==> src/rtl/adsb_ppm_encoder.sv <==
// Mode-S PPM frame generator: latches a 112-bit message and plays an 8 us preamble plus 112 PPM bits.
// First sample is one cycle after an accepted start; en=0 stalls output in place (no sample is lost).
module adsb_ppm_encoder #(
  parameter int          SAMPLES_PER_US = 80,
  parameter int          PRE_US         = 8,
  parameter int          DATA_BITS      = 112,
  parameter logic [7:0]  AMP_HIGH       = 8'd255,
  parameter logic [7:0]  AMP_LOW        = 8'd0
) (
  input  logic                 clk,
  input  logic                 rst,
  input  logic                 en,
  input  logic                 start,
  input  logic [DATA_BITS-1:0] data_in,
  output logic [7:0]           data_out,
  output logic                 valid_out,
  output logic                 busy,
  output logic                 done
);

  localparam int FRAME_US = PRE_US + DATA_BITS;
  localparam int SW       = (SAMPLES_PER_US > 1) ? $clog2(SAMPLES_PER_US) : 1;
  localparam int UW       = (FRAME_US > 1) ? $clog2(FRAME_US) : 1;

  localparam logic [SW-1:0] S_LAST     = SW'(SAMPLES_PER_US - 1);
  localparam logic [SW-1:0] S_HALF     = SW'(SAMPLES_PER_US / 2);
  localparam logic [UW-1:0] U_PRE_LAST = UW'(PRE_US - 1);
  localparam logic [UW-1:0] U_LAST     = UW'(FRAME_US - 1);

  typedef enum logic [1:0] {
    IDLE,
    PRE,
    DATA,
    DONE
  } state_t;

  state_t                 state;
  logic [SW-1:0]          cnt_s;
  logic [UW-1:0]          cnt_us;
  logic [DATA_BITS-1:0]   shreg;

  logic first_half;
  logic pre_pulse;
  logic data_pulse;
  logic pulse_on;
  logic s_wrap;

  // The counters address the sample emitted on the next enabled edge.
  always_comb begin
    first_half = (cnt_s < S_HALF);
    pre_pulse  = ((cnt_us == UW'(0) || cnt_us == UW'(1)) && first_half) ||
                 ((cnt_us == UW'(3) || cnt_us == UW'(4)) && !first_half);
    data_pulse = shreg[DATA_BITS-1] ? first_half : !first_half;
    pulse_on   = (state == PRE) ? pre_pulse : data_pulse;
    s_wrap     = (cnt_s == S_LAST);
  end

  always_ff @(posedge clk or posedge rst) begin
    if (rst) begin
      state     <= IDLE;
      cnt_s     <= '0;
      cnt_us    <= '0;
      shreg     <= '0;
      data_out  <= AMP_LOW;
      valid_out <= 1'b0;
      busy      <= 1'b0;
      done      <= 1'b0;
    end else begin
      done <= 1'b0;
      case (state)
        IDLE: begin
          data_out  <= AMP_LOW;
          valid_out <= 1'b0;
          busy      <= 1'b0;
          if (start && en) begin
            // Sample 0 (first half of the leading preamble pulse) goes out right away.
            state     <= PRE;
            shreg     <= data_in;
            cnt_us    <= '0;
            cnt_s     <= SW'(1);
            busy      <= 1'b1;
            valid_out <= 1'b1;
            data_out  <= AMP_HIGH;
          end
        end

        PRE, DATA: begin
          if (!en) begin
            valid_out <= 1'b0;
            data_out  <= AMP_LOW;
          end else begin
            valid_out <= 1'b1;
            data_out  <= pulse_on ? AMP_HIGH : AMP_LOW;
            if (s_wrap) begin
              cnt_s  <= '0;
              cnt_us <= cnt_us + UW'(1);
              if (state == DATA) begin
                shreg <= {shreg[DATA_BITS-2:0], 1'b0};
              end
              if (state == PRE && cnt_us == U_PRE_LAST) begin
                state <= DATA;
              end
              if (state == DATA && cnt_us == U_LAST) begin
                state  <= DONE;
                cnt_us <= '0;
              end
            end else begin
              cnt_s <= cnt_s + SW'(1);
            end
          end
        end

        DONE: begin
          state     <= IDLE;
          valid_out <= 1'b0;
          data_out  <= AMP_LOW;
          done      <= 1'b1;
        end

        default: begin
          state <= IDLE;
        end
      endcase
    end
  end

endmodule
==> config.mk <==
export PLATFORM = sky130hd
export DESIGN_NAME = adsb_ppm_encoder
export DESIGN_NICKNAME = d
export VERILOG_FILES = /design/src/rtl/adsb_ppm_encoder.sv
export SDC_FILE = /design/constraint.sdc
export NUM_CORES = 1
export LEC_CHECK = 0
export CAP_MARGIN = 15
export CORE_MARGIN = 1
export CORE_UTILIZATION = 50
export DETAILED_ROUTE_END_ITERATION = 16
export GPL_TIMING_DRIVEN = 0
export MAX_ROUTING_LAYER = met4
export PLACE_DENSITY = 0.77
export REMOVE_ABC_BUFFERS = 1
export SKIP_LAST_GASP = 1
export SLEW_MARGIN = 10
export SYNTH_ARGS = -nofsm -noshare
export SYNTH_HDL_FRONTEND = slang
export SYNTH_SLANG_ARGS = --single-unit
==> constraint.sdc <==
create_clock -name clk -period 5.7 [get_ports clk]
set_clock_uncertainty 0.2 [all_clocks]
set_input_delay 1.14 -clock clk [delete_from_list [all_inputs] [get_ports clk]]
set_output_delay 1.14 -clock clk [all_outputs]
set_load 0.005 [all_outputs]
* After elaboration in Yosys (flattened, before gate mapping) *
Index checks and enable logic that the tools add are counted.

storage, ports and cells
  word-level logic and storage cells = 72
  flip-flop bits (word level) = 139
  bits of input ports = 116

operators by class
  eq/ne operators = 14
  reductions and logical operators = 17
  order comparisons = 1
  mux-type cells = 30
  $add $sub $neg = 2

operator list
  kind                 count
  $mux 112             4
  $pmux 112 s2         1
  $mux 7               7
  $pmux 7 s2           2
  $mux 8               3
  $pmux 8 s3           1
  $add 7x1->7 const B  2
  $eq 7x3->1 const B   2
  $eq 7x7->1 const B   2
  $mux 2               5
  $ne 2x2->1 const B   4
  $reduce_and 4->1     2
  $eq 7x1->1 const B   1
  $eq 7x2->1 const B   1
  $logic_not 7->1      1
  $lt 7x6->1 const B   1
  $pmux 2 s3           1
  $logic_and 1x1->1    5
  $mux 1               5
  $reduce_and 5->1     1
  $eq 2x2->1 const B   2
  $logic_or 1x1->1     3
  $ne 3x3->1 const B   1
  $pmux 1 s3           1
  6 further kinds      6

* Logic depth before layout (Yosys ltp) *
Gate-level depths: netlist of run 1.

  depth in word-level cells = 8
  depth in mapped cells = 10

* Worst setup path after synthesis of run 1 *
Ideal clock, no wire load.

  kind = input-to-reg
  start point = input start
  end point = register shreg[19]
  setup slack = 3.237 ns
  stages = 7
  data arrival time = 2.138 ns
  required time = 5.375 ns
  path buffers = 3
  path through = mux2_4 -> and2_1 -> buf_6 -> nand2b_4 -> buf_6 -> buf_6 -> o21ai_2

on the way
  word-level cells in the longest chain between the ends = 3

ends and longest elaborated chain
  item                        line  source
  start, declared             13    input logic start,
  $logic_and 1x1->1           75    if (start && en) begin
  $ne 2x2->1 (no line)        --
  $reduce_and 5->1 (no line)  --
  end signal, assigned        78    shreg <= data_in;
  end signal, assigned        98    shreg <= {shreg[DATA_BITS-2:0], 1'b0};
  end, declared               40    logic [DATA_BITS-1:0] shreg;

Every way passes these cells.
A chain may end at the register's enable or synchronous reset.

* Final worst setup path of run 1 *
  start point = register state[0]
  end point = register shreg[101]

on the way
  word-level cells in the longest chain between the ends = 4

ends and longest elaborated chain
  item                                                              line    source
  start, declared                                                   37      state_t state;
  start signal, assigned                                            60      state <= IDLE;
  start signal, assigned                                            77      state <= PRE;
  start signal, assigned                                            101     state <= DATA;
  $eq 2x1->1 / $eq 2x2->1 (equally long branches)                   70, 97
  $reduce_or 2->1                                                   70      case (state)
  $ne 2x2->1 (no line) / $reduce_bool 2->1 (equally long branches)  --
  $reduce_and 5->1 (no line)                                        --

Several ways; a longest one is shown, not always the timed one.

==> reports/metrics.yaml, run 1 <==
status: "finished, final reports clean"
wl_per_cell_um: 16.31
initial_core_util_pct: 51.15
period_minus_slack_ns: 3.967
drive_above_1_share_pct: 7.610
worst_slew_pin_slew_ns: 0.6315
nFillCells: 1088
clk_pin_slew_worst_paths_ns: 0.05
grt_max_degree: 113
pre_cts_ws_ns: 1.386
yosys_warnings: 0
cap_viol_max_count: 0
finalWeightedCongestion: 0.8394
die_h_um: 118.4
slew_violations: 0
pwr_density_cell_nw_per_um2: 479.6
dp_hpwl_mm: 9.615
clkLatencyLatePin_ns: 0.42
drt-total-wl_mm: 15.09
final_common_cell: "o21ai_0"
post-route-cell-area_um2: 8652
ios: 127
cts_tree: "yes"
antennaDiodeCount: 0
num_rows: 42
cts_max_level: 4
seqPwrFrac_pct: 36.3
cp_max_fo: 83
setup_viol: 0
antenna_found_initial: 0
cts_setup_buffers: 0
peakVddDrop_mv: 0.2357
ys_ff_latch: 132
finalCritPeriodShare_pct: 69.60
async_flop_share_pct: 100.0
firstDrtPassIters: 7
hold_viol_final: 0
setup_slack_ns: 1.733
numCtsBuffers: 17
drt_first_iter_violations: 337
dp_cells: 893
clock_path_buffers: 2
cts-root-buf: "clkbuf_16"
p_sw_share_pct: 35.36
ant_nets: 0
grt_pass1_wl_mm: 25.59
area_delta_synth_final_pct: 27.72
p_switching_mw: 1.467
grt_usage_pct: 23.38
num_vias: 5313
pwr-share-clk_pct: 23.7
stdcell_count: 925
core_um2: 13240
synth_ff_type: "dfrtp_1"
die_area_um2: 14020
critPathArrivalTime_ns: 4.04
p_leak_nw: 3.697
power.internal_mw: 2.683
fin_tns_setup_ns: 0
combinationalPowerShare_pct: 40.0
grt-ovfl-total: 0
finalNetCount: 862
avgSynthCellArea_um2: 10.47
synthCells: 647
synth.distinct_cells: 55
maxSlewHeadroom_pct: 57.90
rsz0062_at_grt: "false"
hold_class: "flop to flop"
dpl_cell_area_um2: 8104
synth_edf_count: 0
die_w_um: 118.4
crit_path_start_kind: "flop"
synth_area_um2: 6774
worst-setup-path-type: "flop to flop"
viasPerCell: 5.744
ctsHoldBuffers: 0
final_cell_mix: "o21ai_0, dfrtp_1, clkdlybuf4s50_1"
critPathRequiredTime_ns: 5.77
cts_resized: 0
fmax_mhz: 252.1
port_buffers: 126
grt_pass1_vias: 5304
crit_path_end_kind: "flop"
ys_seq_area_share_pct: 48.76
cts_sinks: 132
drc_errors: 0
[per-layer routing]
layer  vias to the layer above  part of all wire [%]  track usage, %
li1                       2546                     -               -
met4                         0                   1.2           7.674
met2                       159                    46           35.59
met3                        20                   7.3           6.805
met1                      2588                    45           30.10
met5                         -                     0               -
[synthesized netlist by cell type (3+ instances only)]
cell type,instances,area [um2]
a21oi_1,3,15.01
a22o_1,4,35.03
a31oi_1,3,18.77
buf_2,8,40.04
buf_4,11,82.58
buf_6,10,112.6
clkbuf_1,29,108.9
clkbuf_2,4,20.02
dfrtp_1,132,3303
ha_1,9,112.6
inv_1,9,33.78
mux2i_1,113,1131
nand2_1,9,33.78
nand3_1,8,40.04
nand4_1,3,18.77
nor2_1,8,30.03
nor2b_1,4,25.02
o21ai_0,153,765.7
o21ai_1,71,355.3
o21ai_2,10,87.58
o41ai_1,3,26.28
[through the flow]
step / total power, mW / hold slack, ns / utilization (%)
floorplan: 2.727 / 0.2655 / -
global placement: 3.161 / 0.2828 / 59.56
detailed placement: 3.174 / 0.2981 / 61.20
CTS: 4.170 / 0.3101 / 65.13
global route: 4.434 / 0.3448 / 65.33
finish: 4.150 / 0.3079 / 65.33
[power by group through the flow]
stage                     logic, mW  clock network (mW)  registers, mW
after floorplan                1.27                   0           1.45
after global placement         1.67                   0           1.49
after detailed placement       1.66                   0           1.51
after CTS                      1.66                1.00           1.50
after global routing           1.84                1.05           1.55
final                          1.66               0.985           1.50
[state kept, by name, summed over array words and instances, names as in the netlist]
register,cells
shreg,112
cnt_s,7
cnt_us,7
state,2
busy,1
data_out,1
done,1
valid_out,1
[cell type report]
| cell class | count | area [um2] | share of cell area, % |
|---|---|---|---|
| Inverter | 9 | 38.79 | 0.4483 |
| Timing Repair Buffer | 134 | 1474 | 17.04 |
| Multi-Input combinational cell | 443 | 3095 | 35.78 |
| Tap cell | 176 | 220.2 | 2.545 |
| Clock buffer | 25 | 465.4 | 5.380 |
| Clock inverter | 6 | 55.05 | 0.6363 |
| Sequential cell | 132 | 3303 | 38.18 |
[final timing paths]
path,startpoint,depth (start not counted),to,slack [ns]
setup / recovery,state[0],9,shreg[101],1.73
hold / removal,shreg[95],2,shreg[95],0.31
setup reg to reg,state[0],9,shreg[101],1.73
hold reg to reg,shreg[95],2,shreg[95],0.31
max in group asynchronous,rst,3,shreg[3],3.58
min in group asynchronous,rst,2,shreg[91],0.97
[logic make-up (layout without fill, tap and decap cells)]
| family | after synthesis | count (layout) | synth area share [%] |
|---|---|---|---|
| flops | 132 | 132 | 48.76 |
| fa+ha+maj | 9 | 9 | 1.662 |
| simple gates | 52 | 52 | 4.618 |
| mux | 115 | 115 | 17.09 |
| buf+inv | 72 | 174 | 5.929 |
| compound gates | 264 | 264 | 21.56 |
| xor+xnor | 3 | 3 | 0.3880 |
[worst max-delay path, stage by stage, from the launching register on]
cell and delay, ns:
dfrtp_1 0.40, inv_1 0.13, ha_4 0.69, buf_16 0.36, inv_1 0.23, a31oi_4 0.55, buf_16 0.25, nand2b_4 0.39
buf_16 0.34, o21ai_0 0.17
No activity file was read; power rests on OpenSTA's default activity.
==> inputs of run 2 (changes only) <==
==> constraint.sdc (replaced) <==
create_clock -name clk -period 4 [get_ports clk]
set_clock_uncertainty 0.2 [all_clocks]
set_input_delay 0.8 -clock clk [delete_from_list [all_inputs] [get_ports clk]]
set_output_delay 0.8 -clock clk [all_outputs]
set_load 0.005 [all_outputs]
==> run 2 against run 1 <==
Compared with the run above:
- power rose by 44%
- largest cell class unchanged
- final area rose by 0.17%
- largest power group unchanged
- clock-buffer cell count did not move
- non-clock buffer count unchanged
- register-to-register slack got worse by 1.4 ns
- wire length grew 4.6%
==> reports/metrics.yaml, run 2 (synthesized netlist as in run 1, its figures left out) <==
num_rows: 42  # unchanged
p_leak_nw: 3.701  # +0.11%
largest_reg_flops: 112  # unchanged
die_area_um2: 14020  # unchanged
ios: 127  # unchanged
whs_path_depth: 1  # -1
critPathArrivalTime_ns: 3.76  # -0.28 ns
crit_path_end_kind: "flop"
hp-start: "shreg[0]"
clkLatencyLatePin_ns: 0.41  # about the same
cap_viol_max_count: 0  # unchanged
stdcell_count: 927  # +0.22%
final_common_cell: "o21ai_0"
initial_core_util_pct: 51.15  # unchanged
drt_first_iter_violations: 361  # +7.1%
grt_pass1_wl_mm: 26.03  # +1.8%
drive_above_1_share_pct: 7.856  # +0.25 points
cts_max_level: 4  # unchanged
cts_tree: "yes"
worst_slew_pin_slew_ns: 0.7986  # +0.1671 ns
peakVddDrop_mv: 0.3957  # +68%
clock_path_buffers: 2  # unchanged
die_w_um: 118.4  # unchanged
worst-setup-path-type: "flop to flop"
clk_pin_slew_worst_paths_ns: 0.05  # about the same
cp_max_fo: 54  # -35%
worst-r2r-cell-count: 8  # -1
slew_violations: 0  # unchanged
cts_sinks: 132  # unchanged
hold_viol_final: 0  # unchanged
dp_hpwl_mm: 9.615  # unchanged
antenna_found_initial: 0  # unchanged
pwr_density_cell_nw_per_um2: 688.1  # +43%
grt_max_degree: 96  # -15%
period_minus_slack_ns: 3.698  # -0.2695 ns
drt-total-wl_mm: 15.79  # +4.6%
critPathRequiredTime_ns: 4.06  # -1.71 ns
ant_nets: 0  # unchanged
r2r_start: "state[0]"
worst-r2r-setup-slack_ns: 0.30  # -1.43 ns
finalNetCount: 864  # +0.23%
fmax_mhz: 270.4  # +7.3%
rsz0062_at_grt: "false"
crit_path_start_kind: "flop"
final_cell_mix: "o21ai_0, dfrtp_1, clkdlybuf4s50_1"
port_buffers: 126  # unchanged
viasPerCell: 5.811  # +1.2%
hold_class: "flop to flop"
nFillCells: 1089  # +0.092%
numCtsBuffers: 17  # unchanged
finalCritPeriodShare_pct: 92.44  # +23 points
firstDrtPassIters: 5  # -2
core_um2: 13240  # unchanged
setup_viol: 0  # unchanged
maxSlewHeadroom_pct: 46.76  # -11 points
post-route-util_pct: 65.45  # +0.11 points
min_to: "shreg[0]"
grt_pass1_vias: 5386  # +1.5%
grt-ovfl-total: 0  # unchanged
die_h_um: 118.4  # unchanged
drc_errors: 0  # unchanged
p_total_mw: 5.964  # +44%
finalWeightedCongestion: 0.8394  # unchanged
status: "finished, final reports clean"
cp-startpoint: "state[0]"
area_delta_synth_final_pct: 27.95
wl_per_cell_um: 17.03  # +4.4%
num_vias: 5387  # +1.4%
antennaDiodeCount: 0  # unchanged
r2r_end: "shreg[39]"
dp_cells: 893  # unchanged
reg.largest.list: "shreg: 112 flops, cnt_s: 7 flops, cnt_us: 7 flops"
grt_usage_pct: 23.94  # +0.56 points
largest_register: "shreg"
cts-root-buf: "clkbuf_16"
## run 2: what timing repair did
action                                  CTS  global route
setup buffers                             0             1
hold buffers                              0             0
endpoints found under the setup margin  112            68
resized for setup                         1             0
gates cloned                              1             1
pin swaps                                 0             1
## run 2: per-stage QoR
step | instance area [um2] | hold slack, ns | TNS (ns) | setup WS, ns
CTS | 8638 | 0.3101 | 0 | 0.1514
global route | 8667 | 0.3448 | 0 | 0.1195
global placement | 7888 | 0.2828 | -1221.00 | -7.686
finish | 8667 | 0.3079 | 0 | 0.3022
floorplan | 6406 | 0.2655 | -576.50 | -4.290
detailed placement | 8104 | 0.2981 | -24.85 | -0.3144
## run 2: final cells by class
type / count / area, um2 / area share, %
clock buffers: 25 / 465.4 / 5.370
clock inverters: 6 / 55.05 / 0.6352
inverters: 9 / 38.79 / 0.4475
multi-input cells: 445 / 3118 / 35.98
flip-flops and latches: 132 / 3303 / 38.11
well taps: 176 / 220.2 / 2.541
repair buffers: 134 / 1466 / 16.92
## run 2: how the worst max path moves through the flow
stage / to / slack (ns) / cells after the start
global route: shreg[101] / 0.12 / 8
global placement: shreg[111] / -7.69 / 6
floorplan: shreg[100] / -4.29 / 6
CTS: shreg[47] / 0.15 / 8
finish: shreg[39] / 0.30 / 8
detailed placement: shreg[101] / -0.31 / 8
## run 2: where the power goes
part	switching (mW)	total (mW)	internal, mW	leakage [nW]
combinational	1.30	2.42	1.12	1.74
sequential	0.292	2.15	1.85	1.70
clock	0.540	1.40	0.861	0.259
## run 2: layer usage
layer | GRT usage, % | vias up | wire length [um]
met2 | 36.84 | 167 | 7359
li1 | - | 2546 | -
met4 | 7.911 | 0 | 180
met5 | - | - | 0
met1 | 30.54 | 2654 | 7098
met3 | 6.805 | 20 | 1149
## run 2: critical path, cell delays in order (launching register included)
cell,delay (ns)
dfrtp_1,0.41
inv_1,0.13
ha_4,0.56
buf_16,0.34
inv_1,0.23
a31oi_4,0.55
buf_16,0.25
nand2b_2,0.67
o21ai_1,0.16
==> inputs of run 3 (changes only) <==
--- a/config.mk
+++ b/config.mk
@@ -10,6 +10,7 @@
 export CORE_UTILIZATION = 50
 export DETAILED_ROUTE_END_ITERATION = 16
 export GPL_TIMING_DRIVEN = 0
+export HOLD_SLACK_MARGIN = 0.05
 export MAX_ROUTING_LAYER = met4
 export PLACE_DENSITY = 0.77
 export REMOVE_ABC_BUFFERS = 1
==> results of run 3 <==
Same layout as run 2: the final DEF is identical, and so are final timing and power.
